==> config.mk <==
export PLATFORM = sky130hd
export DESIGN_NAME = lvds_tx_framer_flat
export DESIGN_NICKNAME = d
export VERILOG_FILES = /design/src/rtl/lvds_tx_framer_if.sv /design/src/rtl/lvds_tx_framer.sv /design/src/flat_wrapper.sv
export SDC_FILE = /design/constraint.sdc
export NUM_CORES = 1
export LEC_CHECK = 0
export ABC_CLOCK_PERIOD_IN_PS = 2500
export BUFFER_PORTS_ARGS = -buffer_cell sky130_fd_sc_hd__buf_2
export CORE_MARGIN = 1
export CORE_UTILIZATION = 40
export CTS_BUF_LIST = sky130_fd_sc_hd__clkbuf_8
export DETAILED_ROUTE_END_ITERATION = 10
export HOLD_SLACK_MARGIN = 0.06
export PLACE_DENSITY_LB_ADDON = 0.25
export SLEW_MARGIN = 20
export SYNTH_ARGS = -nofsm -noshare
export SYNTH_HDL_FRONTEND = slang
export SYNTH_SLANG_ARGS = --single-unit
==> constraint.sdc <==
create_clock -name i_ddr_clk -period 2.5 [get_ports i_ddr_clk]
set_clock_uncertainty 0.15 [all_clocks]
set_input_delay 0.25 -clock i_ddr_clk [delete_from_list [all_inputs] [get_ports i_ddr_clk]]
set_output_delay 0.25 -clock i_ddr_clk [all_outputs]
set_load 0.01 [all_outputs]
==> src/rtl/lvds_tx_framer_if.sv <==
// FIFO-side bundle of the LVDS transmit framer: show-ahead head word, empty flag,
// pop strobe and the read clock handed back to the FIFO.
interface lvds_tx_framer_if #(
    parameter int WORD_W = 32
);
    logic              i_fifo_empty;
    logic [WORD_W-1:0] i_fifo_data;
    logic              o_fifo_pull;
    logic              o_fifo_read_clk;

    modport master (
        input  i_fifo_empty,
        input  i_fifo_data,
        output o_fifo_pull,
        output o_fifo_read_clk
    );

    modport slave (
        output i_fifo_empty,
        output i_fifo_data,
        input  o_fifo_pull,
        input  o_fifo_read_clk
    );
endinterface

==> src/rtl/lvds_tx_framer.sv <==
// LVDS DDR transmit framer: serialises FIFO words MSB-first, LANES bits per clock,
// with idle fill, sync-word insertion and a saturating underflow counter.
module lvds_tx_framer #(
    parameter int                WORD_W      = 32,
    parameter int                LANES       = 2,
    parameter logic [WORD_W-1:0] IDLE_WORD   = 32'h0000_0000,
    parameter logic [WORD_W-1:0] SYNC_WORD   = 32'h8000_0000,
    parameter int                SYNC_PERIOD = 0
) (
    input  logic              i_ddr_clk,
    input  logic              i_rst_b,
    input  logic              i_en,
    input  logic              i_sync_input,
    input  logic              i_clear_cnt,
    lvds_tx_framer_if.master  fifo,
    output logic [LANES-1:0]  o_ddr_data,
    output logic              o_word_start,
    output logic [15:0]       o_underflow_cnt,
    output logic [1:0]        o_debug_state
);
    localparam int SLOTS = WORD_W / LANES;
    localparam int PW    = (SLOTS > 1) ? $clog2(SLOTS) : 1;
    localparam logic [PW-1:0] LAST_SLOT = PW'(SLOTS - 1);

    typedef enum logic [1:0] {
        ST_IDLE  = 2'b00,
        ST_SYNC  = 2'b01,
        ST_DATA  = 2'b10,
        ST_UNDER = 2'b11
    } state_t;

    state_t            state_q, state_d;
    logic [PW-1:0]     phase_q, phase_d;
    logic [WORD_W-1:0] shift_q, shift_d;
    logic [LANES-1:0]  ddr_q, ddr_d;
    logic              ws_q, ws_d;
    logic [15:0]       ucnt_q, ucnt_d;
    logic              sync_q, sync_d;
    logic [15:0]       per_q, per_d;

    logic              boundary_s;
    logic              period_hit_s;
    logic              sync_pend_s;
    logic              ucnt_inc_s;
    logic [WORD_W-1:0] word_s;

    // The phase counter free-runs from reset so word framing never slips.
    always_ff @(posedge i_ddr_clk or negedge i_rst_b) begin
        if (!i_rst_b) begin
            state_q <= ST_IDLE;
            phase_q <= LAST_SLOT;
            shift_q <= IDLE_WORD;
            ddr_q   <= {LANES{1'b0}};
            ws_q    <= 1'b0;
            ucnt_q  <= 16'h0000;
            sync_q  <= 1'b0;
            per_q   <= 16'h0000;
        end else begin
            state_q <= state_d;
            phase_q <= phase_d;
            shift_q <= shift_d;
            ddr_q   <= ddr_d;
            ws_q    <= ws_d;
            ucnt_q  <= ucnt_d;
            sync_q  <= sync_d;
            per_q   <= per_d;
        end
    end

    // Word selection at the boundary slot, shifting on every other slot.
    always_comb begin
        boundary_s   = (phase_q == LAST_SLOT);
        period_hit_s = (SYNC_PERIOD > 0) && (per_q >= 16'(SYNC_PERIOD));
        sync_pend_s  = sync_q || period_hit_s;
        state_d      = state_q;
        per_d        = per_q;
        sync_d       = sync_q || i_sync_input;
        ucnt_inc_s   = 1'b0;
        word_s       = IDLE_WORD;
        phase_d      = phase_q + PW'(1);
        ddr_d        = shift_q[WORD_W-1 -: LANES];
        shift_d      = shift_q << LANES;
        ws_d         = 1'b0;

        if (boundary_s) begin
            phase_d = {PW{1'b0}};
            if (!i_en) begin
                word_s  = IDLE_WORD;
                state_d = ST_IDLE;
            end else if (sync_pend_s) begin
                word_s  = SYNC_WORD;
                state_d = ST_SYNC;
                // A pulse landing in this very cycle survives for the next boundary.
                sync_d  = i_sync_input;
                per_d   = 16'h0000;
            end else if (!fifo.i_fifo_empty) begin
                word_s  = fifo.i_fifo_data;
                state_d = ST_DATA;
                if (per_q != 16'hFFFF) begin
                    per_d = per_q + 16'h0001;
                end else begin
                    per_d = per_q;
                end
            end else begin
                word_s     = IDLE_WORD;
                state_d    = ST_UNDER;
                ucnt_inc_s = 1'b1;
            end
            ddr_d   = word_s[WORD_W-1 -: LANES];
            shift_d = word_s << LANES;
            ws_d    = 1'b1;
        end else begin
            phase_d = phase_q + PW'(1);
        end

        if (i_clear_cnt) begin
            ucnt_d = 16'h0000;
        end else if (ucnt_inc_s && (ucnt_q != 16'hFFFF)) begin
            ucnt_d = ucnt_q + 16'h0001;
        end else begin
            ucnt_d = ucnt_q;
        end
    end

    // Pop on the same edge that loads the data word; never while held in reset.
    assign fifo.o_fifo_pull     = i_rst_b && boundary_s && i_en
                                  && !fifo.i_fifo_empty && !sync_pend_s;
    assign fifo.o_fifo_read_clk = i_ddr_clk;

    assign o_ddr_data      = ddr_q;
    assign o_word_start    = ws_q;
    assign o_underflow_cnt = ucnt_q;
    assign o_debug_state   = state_q;
endmodule
==> src/flat_wrapper.sv <==
// flat-port wrapper written by rule: the top's interface ports become plain ports
module lvds_tx_framer_flat 
#(
    parameter int                WORD_W      = 32,
    parameter int                LANES       = 2,
    parameter logic [WORD_W-1:0] IDLE_WORD   = 32'h0000_0000,
    parameter logic [WORD_W-1:0] SYNC_WORD   = 32'h8000_0000,
    parameter int                SYNC_PERIOD = 0
)
  (i_ddr_clk, i_rst_b, i_en, i_sync_input, i_clear_cnt, o_ddr_data, o_word_start, o_underflow_cnt, o_debug_state, fifo_i_fifo_empty, fifo_i_fifo_data, fifo_o_fifo_pull, fifo_o_fifo_read_clk);
  lvds_tx_framer_if #(.WORD_W(WORD_W)) fifo_i ();
  input  logic i_ddr_clk;
  input  logic i_rst_b;
  input  logic i_en;
  input  logic i_sync_input;
  input  logic i_clear_cnt;
  output logic [LANES-1:0] o_ddr_data;
  output logic o_word_start;
  output logic [15:0] o_underflow_cnt;
  output logic [1:0] o_debug_state;
  input wire logic [$bits(fifo_i.i_fifo_empty)-1:0] fifo_i_fifo_empty;
  input wire logic [$bits(fifo_i.i_fifo_data)-1:0] fifo_i_fifo_data;
  output wire logic [$bits(fifo_i.o_fifo_pull)-1:0] fifo_o_fifo_pull;
  output wire logic [$bits(fifo_i.o_fifo_read_clk)-1:0] fifo_o_fifo_read_clk;
  assign fifo_i.i_fifo_empty = fifo_i_fifo_empty;
  assign fifo_i.i_fifo_data = fifo_i_fifo_data;
  assign fifo_o_fifo_pull = fifo_i.o_fifo_pull;
  assign fifo_o_fifo_read_clk = fifo_i.o_fifo_read_clk;
  lvds_tx_framer #(.WORD_W(WORD_W), .LANES(LANES), .IDLE_WORD(IDLE_WORD), .SYNC_WORD(SYNC_WORD), .SYNC_PERIOD(SYNC_PERIOD)) u_core (.i_ddr_clk(i_ddr_clk), .i_rst_b(i_rst_b), .i_en(i_en), .i_sync_input(i_sync_input), .i_clear_cnt(i_clear_cnt), .fifo(fifo_i), .o_ddr_data(o_ddr_data), .o_word_start(o_word_start), .o_underflow_cnt(o_underflow_cnt), .o_debug_state(o_debug_state));
endmodule
# Word-level counts from Yosys, hierarchy flattened
# Index checks and enable logic that the tools add are counted.
classes:
  reduce_logical: 9
  mul: 0
  eq_ne: 2
  order_cmp: 0
  shift: 0
  addsub: 2
  bitwise_logic: 0
  div: 0
  n_mux: 19
op_table:
  columns: ["operator", "n"]
  rows:
  - ["two-way mux 32 bit", 4]
  - ["two-way mux 16 bit", 2]
  - ["adder 16 x 1 -> 16 bit (second input constant)", 1]
  - ["inequality test 16 bit (second input constant)", 1]
  - ["two-way mux 1 bit", 9]
  - ["two-way mux 2 bit", 3]
  - ["logical AND 1 bit", 5]
  - ["adder 4 x 1 -> 4 bit (second input constant)", 1]
  - ["equality test 4 bit (second input constant)", 1]
  - ["two-way mux 4 bit", 1]
  - ["zero test 1 bit", 2]
  - ["nonzero test 2 bit", 1]
  - ["logical OR 1 bit", 1]
totals:
  mem_count: 0
  ram_bits: 0
  inputBits: 38
  latch_bits: 0
  out_inout_bits: 23
  regBits: 58
  romBits: 0

# Depth between registers and ports, before layout
depth:
  depth_word: 7
  ltp_mapped: 7

==> summary.md <==
Sequential share of power: 0.549. Data arrival time of the critical path: 1940 ps. The post-synthesis to final-layout area growth was 33.1%. The most common cell in the synthesized netlist is sky130_fd_sc_hd__dfrtp_1. The logs give 0.062 for the part of the total power dissipated in combinational logic and 28 for the total number of placement rows.

The residual antenna-violating net count after detailed routing came out at 0. The fraction of final layout cells sized beyond drive strength 1 was 0.308. For this run, the detailed router's first-pass iteration total came to 4.

The worst-path maximum fanout works out to 9. The share of power burned in the clock network is 0.388, and the average cell area after synthesis is 11.9 um2. The most used flip-flop cell after synthesis is sky130_fd_sc_hd__dfrtp_1. The tools report the post-synth design cell area as 2450 um2. Setup repair after global routing left no endpoint under its margin. The final layout contains routed wiring with a total length of 5330 um. The run gives 0.530 as the headroom to the max-slew limit. The tools report the initial antenna violation count as 0. The share of the clock period used by the worst path was 0.937; the setup-violating endpoint count in the final report was 0. The logs give 0.182 for the global routing usage summed across all routing layers and 0 for the number of maximum-capacitance constraint violations.

Data on the critical path is required at its endpoint by 2100 ps. The critical path is of the register to output port type. For this run the aggregate overflow at the end of global routing stands at 0. The wire length of the first global-routing pass is 8910 um, and the detailed-route DRC error count is 0. The die is 80.2 um wide. The fraction of synthesized cell area taken by the top area cell type works out to 0.532. Sorting the synthesized cells by how often they occur yields sky130_fd_sc_hd__dfrtp_1 (52), sky130_fd_sc_hd__a22o_1 (29), sky130_fd_sc_hd__a21oi_1 (10). The core box area is 5920 um2. The switching portion of total power was 0.226; the source-to-sink clock delay at the later pin of the worst-skew pair was 410 ps.

The flip-flop and latch count after synthesis was 56. STA classifies the critical path startpoint as a register. The net count of the finished layout is 338. Routability-driven placement finished with a final weighted congestion of 0.717. The analysis attributes to net switching a power of 373 uW. The final HPWL from detailed placement is 3170 um. The setup slack after placement came out at 387 ps. The number of nets in the synthesized netlist is 246.

In this run the worst hold path is classified as input pin to register. Largest net degree at the start of global routing: 57. The post-route minimum period is 2340 ps, and the total inserted antenna cells is 0. Using the TritonRoute via totals, the vias-per-cell ratio works out to 5.24. The run gives 71.2 ps as the worst hold-check slack. Post-synthesis cell count: 206. Dividing the detail-routed wire length by the instance count gives 14.2 um. Buffers placed on the I/O ports in this run total 60. Once routing completed, OpenROAD measured the worst setup slack at 158 ps. For this block, the initial DRC count from the detailed router was 145.

Clock-pin slew was measured on the worst setup and hold paths at 100 ps. The run gives 0 as the number of slew-limit violations in the final report. The count of flip-flops with a built-in enable after synthesis came out at 0. Yosys printed 0 warnings. For this design the ratio of total power to cell area is 508 nW/um2. For the pin with the worst max-slew slack, the measured transition is 704 ps. The die span in y is 80.2 um, and the total negative slack for setup checks is 0 ps. Cell internal power was estimated by the tool at 1280 uW. The logs give 427 MHz for the upper clock frequency limit and 0 for the final hold violation count. The tools report the maximum VDD drop as 0.269 mV.

The die covers 6430 um2. The capturing element type of the critical path is an output port. After synthesis, the cell types taking the most area are sky130_fd_sc_hd__dfrtp_1 (53%), sky130_fd_sc_hd__a22o_1 (10%), sky130_fd_sc_hd__dfstp_2 (4.3%), sky130_fd_sc_hd__a21oi_1 (2.0%), sky130_fd_sc_hd__mux2_2 (1.8%). sky130_fd_sc_hd__dfrtp_1 takes more of the synthesized area than any other cell. The analysis attributes to cell leakage a power of 0.00159 uW. The sequential fraction of the synthesis area was 0.575.

The number of global-route vias before repair is 1900, and the top-level I/O count is 61. The share of synthesized flip-flops with an asynchronous set or reset was 1.00. The number of different library cells used by synthesis comes to 42. The tools report the starting density of the core as 0.413. The run finished with clean final reports.

TritonCTS built the clock tree. Detailed-route via count: 1960.
power groups by stage:
stage / combinational [uW] / sequential, uW / clock [uW]
final: 103 / 909 / 642
after global routing: 115 / 909 / 707
after CTS: 103 / 909 / 673
after detailed placement: 62.7 / 926 / 24.2
after global placement: 62.6 / 926 / 24.2
after floorplan: 9.26 / 926 / 33.0
layout by cell type, fill, tap and decap left out, types with 2 or more instances in the layout:
cell,count
sky130_fd_sc_hd__nand4_1,3
sky130_fd_sc_hd__dlygate4sd3_1,34
sky130_fd_sc_hd__o21ai_0,8
sky130_fd_sc_hd__a21oi_1,10
sky130_fd_sc_hd__dfstp_2,4
sky130_fd_sc_hd__clkbuf_8,8
sky130_fd_sc_hd__mux2_1,2
sky130_fd_sc_hd__buf_4,3
sky130_fd_sc_hd__a31oi_1,2
sky130_fd_sc_hd__and2_1,3
sky130_fd_sc_hd__and3_1,3
sky130_fd_sc_hd__mux2_2,4
sky130_fd_sc_hd__ha_1,2
sky130_fd_sc_hd__a211oi_1,3
sky130_fd_sc_hd__nand2_1,7
sky130_fd_sc_hd__and3_2,2
sky130_fd_sc_hd__nand3_1,8
sky130_fd_sc_hd__nand2b_1,2
sky130_fd_sc_hd__inv_1,2
sky130_fd_sc_hd__nor2b_1,7
sky130_fd_sc_hd__or4_1,4
sky130_fd_sc_hd__o31ai_1,4
sky130_fd_sc_hd__nor2_1,7
sky130_fd_sc_hd__nor3_1,4
sky130_fd_sc_hd__dfrtp_1,52
sky130_fd_sc_hd__and4_1,5
sky130_fd_sc_hd__buf_2,60
sky130_fd_sc_hd__a22o_1,29
area by class of cell:
type / instances / area, um2
Clock inverter: 3 / 22.5
Multi-Input combinational cell: 132 / 947
Tap cell: 75 / 93.8
Clock buffer: 9 / 115
Inverter: 3 / 13.8
Sequential cell: 56 / 1410
Timing Repair Buffer: 96 / 658
Fill cell: 544 / 2660
logic make-up (layout without fill, tap and decap cells):
family                     Yosys count  in the layout  share of synthesized area
adders and majority gates            2              2                     0.0102
buffers and inverters               18            111                     0.0404
DFF                                 56             56                      0.575
xor gates and xnor gates             1              1                    0.00358
muxes                                7              7                     0.0317
and+or+nand+nor                     64             64                      0.164
AOI/OAI and AO/OA                   58             58                      0.175
critical path: stages, from the launching register on:
cell	delay, ps
sky130_fd_sc_hd__dfstp_2	560
sky130_fd_sc_hd__ha_1	220
sky130_fd_sc_hd__nand3_2	120
sky130_fd_sc_hd__inv_4	120
sky130_fd_sc_hd__nand2_1	120
sky130_fd_sc_hd__nor3_4	130
sky130_fd_sc_hd__and2_1	140
sky130_fd_sc_hd__buf_2	130
worst paths after layout:
check / slack, ps / from / end / cells past startpoint
max: 160 / u_core.phase_q[0] / fifo_o_fifo_pull / 7
min: 70 / fifo_i_fifo_empty / u_core.o_debug_state[0] / 3
max reg2reg: 360 / u_core.phase_q[0] / u_core.o_underflow_cnt[11] / 6
min reg2reg: 320 / u_core.shift_q[31] / u_core.o_ddr_data[1] / 2
max in group asynchronous: 1330 / i_rst_b / u_core.shift_q[17] / 3
min in group asynchronous: 420 / i_rst_b / u_core.o_underflow_cnt[10] / 3
routing by layer:
layer,share of wire,routed length (um),up-vias,GRT usage
met5,0,0,-,0
li1,-,-,957,-
met3,0.033,176,6,0.0409
met4,0.0086,46,0,0.0482
met2,0.49,2590,43,0.298
met1,0.47,2510,954,0.244
what timing repair did:
| action | 4_1_cts | 5_1_grt |
|---|---|---|
| gates resized for setup | 0 | 1 |
| hold endpoints to repair | 86 | 0 |
| setup buffers | 0 | 0 |
| setup endpoints to repair | 0 | 1 |
| hold buffers | 34 | 0 |
stage by stage:
step	utilization	power (uW)	instances	area, um2
2_1_floorplan	-	968	206	2450
3_3_place_gp	0.470	1010	329	2780
3_5_place_dp	0.470	1010	329	2780
4_1_cts	0.550	1690	374	3250
5_1_grt	0.550	1730	374	3260
6_report	0.550	1650	374	3260
registers in the layout (all words and copies together) (netlist names):
register and cells:
u_core.shift_q 30, u_core.o_underflow_cnt 16, u_core.phase_q 4, u_core.o_ddr_data 2, u_core.o_debug_state 2, u_core.o_word_start 1, u_core.sync_pend_s 1
(Power assumes the default switching activity.)
